`src/rtl/conv3x3_param_engine.sv`:
```
// 3x3 convolution engine: raster-scans the image, one tap fetch per cycle, nine taps per pixel.
// Build option: define CONV_RELU_EN to clamp negative results to zero before the result write.
module conv3x3_param_engine #(
  parameter int IMG_W  = 64,
  parameter int IMG_H  = 64,
  parameter int DATA_W = 20,
  parameter int FRAC   = 16,
  parameter int ADDR_W = 12
) (
  input  logic              clk,
  input  logic              reset,
  input  logic              start,
  output logic              busy,
  output logic              finish,
  input  logic              cfg_we,
  input  logic [3:0]        cfg_addr,
  input  logic [DATA_W-1:0] cfg_wdata,
  output logic [ADDR_W-1:0] iaddr,
  input  logic [DATA_W-1:0] idata,
  output logic              cwr,
  output logic [ADDR_W-1:0] caddr_wr,
  output logic [DATA_W-1:0] cdata_wr,
  output logic [1:0]        dbg_state
);

  localparam int PW = 2 * DATA_W;
  localparam int AW = 2 * DATA_W + 4;
  localparam int CW = ADDR_W + 2;

  localparam logic [ADDR_W-1:0]    X_LAST = ADDR_W'(IMG_W - 1);
  localparam logic [ADDR_W-1:0]    Y_LAST = ADDR_W'(IMG_H - 1);
  localparam logic [ADDR_W-1:0]    W_A    = ADDR_W'(IMG_W);
  localparam logic signed [CW-1:0] W_S    = CW'(IMG_W);
  localparam logic signed [CW-1:0] H_S    = CW'(IMG_H);
  localparam logic signed [CW-1:0] ONE_C  = CW'(1);

  localparam logic signed [AW-1:0] HALF = AW'(1) <<< (FRAC - 1);
  localparam logic signed [AW-1:0] MAXV = (AW'(1) <<< (DATA_W - 1)) - AW'(1);
  localparam logic signed [AW-1:0] MINV = -MAXV - AW'(1);
  localparam logic [DATA_W-1:0]    DMAX = {1'b0, {(DATA_W-1){1'b1}}};
  localparam logic [DATA_W-1:0]    DMIN = {1'b1, {(DATA_W-1){1'b0}}};

  typedef enum logic [1:0] {
    S_IDLE  = 2'd0,
    S_RUN   = 2'd1,
    S_DRAIN = 2'd2
  } state_t;

  state_t state_q, state_d;

  logic [1:0]        col_q, col_d, row_q, row_d;
  logic [ADDR_W-1:0] x_q, x_d, y_q, y_d, pix_q, pix_d;

  logic signed [DATA_W-1:0] kern_q [10];
  logic signed [DATA_W-1:0] kern_d [10];

  // Stage 1: describes the tap whose ROM data is on idata this cycle.
  logic              v1_q, v1_d;
  logic              inb1_q, inb1_d;
  logic [3:0]        tap1_q, tap1_d;
  logic [ADDR_W-1:0] pix1_q, pix1_d;
  logic              last1_q, last1_d;

  logic signed [AW-1:0] acc_q, acc_d;

  logic              cwr_q, cwr_d;
  logic              finish_q, finish_d;
  logic [ADDR_W-1:0] caddr_q, caddr_d;
  logic [DATA_W-1:0] cdata_q, cdata_d;

  logic                     last_pix;
  logic signed [CW-1:0]     tx, ty;
  logic                     in_b;
  logic [3:0]               tap_idx;
  logic [ADDR_W-1:0]        lin_addr;
  logic signed [DATA_W-1:0] pix_s, w_sel;
  logic signed [PW-1:0]     prod;
  logic signed [AW-1:0]     acc_init, base, sum, shr;
  logic [DATA_W-1:0]        sat_v, res_v;

  assign last_pix = (x_q == X_LAST) && (y_q == Y_LAST);

  // Tap geometry for the tap issued this cycle.
  always_comb begin
    tx       = $signed({2'b00, x_q}) + $signed({{(CW-2){1'b0}}, col_q}) - ONE_C;
    ty       = $signed({2'b00, y_q}) + $signed({{(CW-2){1'b0}}, row_q}) - ONE_C;
    in_b     = !tx[CW-1] && (tx < W_S) && !ty[CW-1] && (ty < H_S);
    tap_idx  = {2'b00, row_q} * 4'd3 + {2'b00, col_q};
    lin_addr = ty[ADDR_W-1:0] * W_A + tx[ADDR_W-1:0];
  end

  always_comb begin
    state_d = state_q;
    col_d   = col_q;
    row_d   = row_q;
    x_d     = x_q;
    y_d     = y_q;
    pix_d   = pix_q;
    case (state_q)
      S_IDLE: begin
        if (start) begin
          state_d = S_RUN;
          col_d   = '0;
          row_d   = '0;
          x_d     = '0;
          y_d     = '0;
          pix_d   = '0;
        end
      end
      S_RUN: begin
        if (col_q == 2'd2) begin
          col_d = '0;
          if (row_q == 2'd2) begin
            row_d = '0;
            if (last_pix) begin
              state_d = S_DRAIN;
              x_d     = '0;
              y_d     = '0;
              pix_d   = '0;
            end else begin
              pix_d = pix_q + ADDR_W'(1);
              if (x_q == X_LAST) begin
                x_d = '0;
                y_d = y_q + ADDR_W'(1);
              end else begin
                x_d = x_q + ADDR_W'(1);
              end
            end
          end else begin
            row_d = row_q + 2'd1;
          end
        end else begin
          col_d = col_q + 2'd1;
        end
      end
      S_DRAIN: begin
        if (finish_q) state_d = S_IDLE;
      end
      default: state_d = S_IDLE;
    endcase
  end

  // Kernel is writable only while idle, so a frame always sees one kernel.
  always_comb begin
    kern_d = kern_q;
    if (cfg_we && (state_q == S_IDLE) && (cfg_addr <= 4'd9)) begin
      kern_d[cfg_addr] = cfg_wdata;
    end
  end

  always_comb begin
    v1_d    = (state_q == S_RUN);
    inb1_d  = in_b;
    tap1_d  = tap_idx;
    pix1_d  = pix_q;
    last1_d = last_pix;
  end

  always_comb begin
    pix_s    = $signed(idata);
    w_sel    = kern_q[tap1_q];
    prod     = inb1_q ? (PW'(pix_s) * PW'(w_sel)) : '0;
    acc_init = (AW'(kern_q[9]) <<< FRAC) + HALF;
    base     = (tap1_q == 4'd0) ? acc_init : acc_q;
    sum      = base + AW'(prod);
    shr      = sum >>> FRAC;
    if (shr > MAXV)      sat_v = DMAX;
    else if (shr < MINV) sat_v = DMIN;
    else                 sat_v = shr[DATA_W-1:0];
`ifdef CONV_RELU_EN
    res_v = sat_v[DATA_W-1] ? '0 : sat_v;
`else
    res_v = sat_v;
`endif
    acc_d    = v1_q ? sum : acc_q;
    cwr_d    = v1_q && (tap1_q == 4'd8);
    finish_d = v1_q && (tap1_q == 4'd8) && last1_q;
    caddr_d  = cwr_d ? pix1_q : caddr_q;
    cdata_d  = cwr_d ? res_v : cdata_q;
  end

  always_ff @(posedge clk or posedge reset) begin
    if (reset) begin
      state_q  <= S_IDLE;
      col_q    <= '0;
      row_q    <= '0;
      x_q      <= '0;
      y_q      <= '0;
      pix_q    <= '0;
      kern_q   <= '{default: '0};
      v1_q     <= 1'b0;
      inb1_q   <= 1'b0;
      tap1_q   <= '0;
      pix1_q   <= '0;
      last1_q  <= 1'b0;
      acc_q    <= '0;
      cwr_q    <= 1'b0;
      finish_q <= 1'b0;
      caddr_q  <= '0;
      cdata_q  <= '0;
    end else begin
      state_q  <= state_d;
      col_q    <= col_d;
      row_q    <= row_d;
      x_q      <= x_d;
      y_q      <= y_d;
      pix_q    <= pix_d;
      kern_q   <= kern_d;
      v1_q     <= v1_d;
      inb1_q   <= inb1_d;
      tap1_q   <= tap1_d;
      pix1_q   <= pix1_d;
      last1_q  <= last1_d;
      acc_q    <= acc_d;
      cwr_q    <= cwr_d;
      finish_q <= finish_d;
      caddr_q  <= caddr_d;
      cdata_q  <= cdata_d;
    end
  end

  assign busy      = (state_q != S_IDLE);
  assign iaddr     = ((state_q == S_RUN) && in_b) ? lin_addr : '0;
  assign cwr       = cwr_q;
  assign finish    = finish_q;
  assign caddr_wr  = caddr_q;
  assign cdata_wr  = cdata_q;
  assign dbg_state = state_q;

endmodule

```
`config.mk`:
```
export PLATFORM = sky130hd
export DESIGN_NAME = conv3x3_param_engine
export DESIGN_NICKNAME = d
export VERILOG_FILES = /design/src/rtl/conv3x3_param_engine.sv
export SDC_FILE = /design/constraint.sdc
export NUM_CORES = 2
export LEC_CHECK = 0
export ABC_AREA = 1
export CORE_MARGIN = 1.5
export CORE_UTILIZATION = 55
export DETAILED_ROUTE_END_ITERATION = 8
export GPL_ROUTABILITY_DRIVEN = 0
export PLACE_DENSITY = 0.72
export SLEW_MARGIN = 20
export SYNTH_ARGS = -nofsm -noshare
export SYNTH_HDL_FRONTEND = slang
export SYNTH_SLANG_ARGS = --single-unit
```
`constraint.sdc`:
```
create_clock -name clk -period 15.1 [get_ports clk]
set_input_delay 3.02 -clock clk [delete_from_list [all_inputs] [get_ports clk]]
set_output_delay 3.02 -clock clk [all_outputs]
set_load 0.02 [all_outputs]
```
==> impl_metrics.env <==
export IMPL_synth_edff_count=0
export IMPL_synth_fa_ha_area_share_pct=30.9
export IMPL_critPathMaxStageDelay_ns=0.94
export IMPL_syn_avg_cell_area_sq_um=7.44
export IMPL_htree_levels=2
export IMPL_grt_max_degree=142
export IMPL_cap_viol_max_count=0
export IMPL_crit_arrival_ns=13.01
export IMPL_n_fill_cell=5921
export IMPL_cts_resized=0
export IMPL_initial_core_util_pct=55.9
export IMPL_min_period_over_period_pct=83.4
export IMPL_crit_fanout=20
export IMPL_synth_warnings=0
export IMPL_criticalPathCategory="input port to flip-flop"
export IMPL_num_vias=30200
export IMPL_finalSetupViolCount=0
export IMPL_grt_total_usage_pct=28.8
export IMPL_clkLatencyLatePin_ns=0.57
export IMPL_dieArea_sq_mm=0.0673
export IMPL_rsz0062_at_grt="false"
export IMPL_worstSetupEndpointType="flip-flop"
export IMPL_synth_top_cells_by_area="fa_1 (24%), dfrtp_1 (23%), nand2_1 (14%), inv_1 (11%), ha_1 (7.4%)"
export IMPL_synth_compound_area_share_pct=10.1
export IMPL_coreArea_sq_mm=0.0647
export IMPL_grt_pass1_vias=30300
export IMPL_antenna_left=0
export IMPL_synthMuxAreaShare_pct=0
export IMPL_wl_per_cell_microns=16.3
export IMPL_rows=93
export IMPL_clk_pin_slew_ns=0.06
export IMPL_synth_top_area_share_pct=23.6
export IMPL_slew_headroom_pct=25.5
export IMPL_ys_seq_area_share_pct=23.4
export IMPL_fin_skew_ns=0.0313
export IMPL_area_growth_pct=8.15
export IMPL_drt_first_pass_iters=8
export IMPL_worstSetupStartpointType="input port"
export IMPL_overflow=0
export IMPL_cts_sink_count=339
export IMPL_post_cts_buffers=0
export IMPL_reg2reg_slack_ns=3.25
export IMPL_dieWidth_microns=260
export IMPL_synthFlopType="dfrtp_1"
export IMPL_viasPerCell=5.27
export IMPL_crit_family="adder cells"
export IMPL_status="complete, no violations"
export IMPL_antenna_found_initial=2
export IMPL_port_buffer_count=96
export IMPL_final_nets=5539
export IMPL_hpwlAfterDp_mm=71.8
export IMPL_postSynth_asyncResetShare_pct=100
export IMPL_netlist_instances=4866
export IMPL_slowest_stage="clkdlybuf4s50_1"
export IMPL_totalWireLength_mm=93.8
export IMPL_synth_top_cell_by_area="fa_1"
export IMPL_synth_cell_types=49
export IMPL_required_ns=15.51
export IMPL_cts_tree="yes"
export IMPL_synth_most_common_cell="nand2_1"
export IMPL_drive_above_1_share_pct=3.38
export IMPL_syn_area_sq_mm=0.0362
export IMPL_cts_buffers_inserted=38
export IMPL_worstMarginPinSlew_ns=1.11
export IMPL_slew_violations=0
export IMPL_clock_fmax_ghz=0.0794
export IMPL_yosys_top_cells_count="nand2_1 (1319), inv_1 (1093), fa_1 (426)"
export IMPL_timing_setup_tns_ns=0
export IMPL_grt_first_pass_wirelength_mm=155
export IMPL_path_buf_inv=7
export IMPL_root_buffer="clkbuf_16"
export IMPL_finalHoldViolations=0
export IMPL_min_period_ns=12.60
export IMPL_yosys_area_share_simple_pct=20.3
export IMPL_die_h_microns=260
export IMPL_synth_top_family_by_area="adder cells"
export IMPL_ctsHoldBuffers=0
export IMPL_clk_path_buf_depth=3
export IMPL_ios=97
export IMPL_fin_util_pct=60.5
export IMPL_min_path_type="flip-flop to flip-flop"
export IMPL_drc=0
export IMPL_synth_ff_latch_count=339
export IMPL_synth_xor_area_share_pct=1.82
export IMPL_syn_num_nets=5553
export IMPL_detail_route_iter0_violations=2080
flip-flops by register name (all words and copies together) (netlist names):
signal     cells
cwr            1
finish         1
last1_q        1
cdata_wr      20
y_q           12
acc_q         44
x_q           12
dbg_state      2
kern_q       200
v1_q           1
col_q          2
caddr_wr      12
pix1_q        12
row_q          2
tap1_q         4
pix1_d        12
inb1_q         1
worst register-to-register path, delay by kind of cell (launching register included):
kind,cells,cell delay (ns)
simple gates,20,3.61
compound gates,4,1.00
buf+inv,9,1.90
fa+ha+maj,9,4.83
flops,1,0.36
cell type report:
| cell class | count | area (sq um) | share of cell area [%] |
|---|---|---|---|
| flip-flops and latches | 339 | 8480 | 21.7 |
| diodes | 1 | 2.50 | 0.00639 |
| clock inverters | 11 | 161 | 0.412 |
| well taps | 855 | 1070 | 2.73 |
| multi-input cells | 3240 | 22900 | 58.5 |
| repair buffers | 133 | 1250 | 3.20 |
| inverters | 1100 | 4140 | 10.6 |
| clock buffers | 56 | 1150 | 2.94 |
cells by family after synthesis:
| family | Yosys count |
|---|---|
| XOR/XNOR | 75 |
| AO/OA/AOI/OAI | 681 |
| AND/OR/NAND/NOR | 1845 |
| adder cells (fa/ha/maj) | 639 |
| buffers and inverters | 1287 |
| flip-flops | 339 |
path summary, 6_finish.rpt:
check | end | from | cells after the start
hold reg to reg | pix1_q[11] | pix1_d[11] | 0
hold / removal | pix1_q[11] | pix1_d[11] | 0
min in group asynchronous | kern_q[106] | reset | 2
setup / recovery | cdata_wr[15] | idata[19] | 36
max in group asynchronous | v1_q | reset | 4
setup reg to reg | cdata_wr[15] | tap1_q[1] | 42
per-stage QoR:
step / instances / cell area [sq um] / hold WS [ns] / setup slack [ns]
after floorplan: 4866 / 36200 / 0.372 / 2.69
after global routing: 5735 / 39100 / 0.410 / 1.78
after detailed placement: 5667 / 37800 / 0.390 / 2.02
after global placement: 5667 / 37800 / 0.383 / 2.07
final: 5735 / 39100 / 0.408 / 2.50
after CTS: 5734 / 39100 / 0.405 / 2.57
metal layers:
layer | track usage, % | share of wire [%] | vias up
met5 | 0 | 0 | -
met4 | 8.77 | 2.9 | 0
met3 | 3.16 | 5.9 | 161
met2 | 50.1 | 49 | 884
met1 | 37.8 | 42 | 14600
li1 | - | - | 14600
placed cells by master, fill, tap and decap left out, types with 3 or more instances in the layout:
cell type	n
nand2_1	1317
o21bai_1	20
nand3_2	4
xnor2_1	38
a21oi_1	154
nor3_1	29
clkinv_2	3
inv_2	6
and3_1	4
xor2_1	37
clkbuf_1	6
a31oi_1	15
dfrtp_1	338
clkbuf_16	39
fa_1	426
o22ai_1	46
clkdlybuf4s50_1	96
a21oi_2	11
nor2_1	305
clkbuf_8	11
bufinv_16	3
inv_1	1092
nand4_1	35
a21boi_0	3
or2_2	25
nor3b_1	3
o21ai_0	415
nand3_1	103
nor2_4	3
nor3_2	3
buf_4	36
a21o_1	3
ha_1	213
nand2_2	5
Power is not shown: default switching activity piles up to over one toggle a cycle in this logic, so the estimate is an artifact.
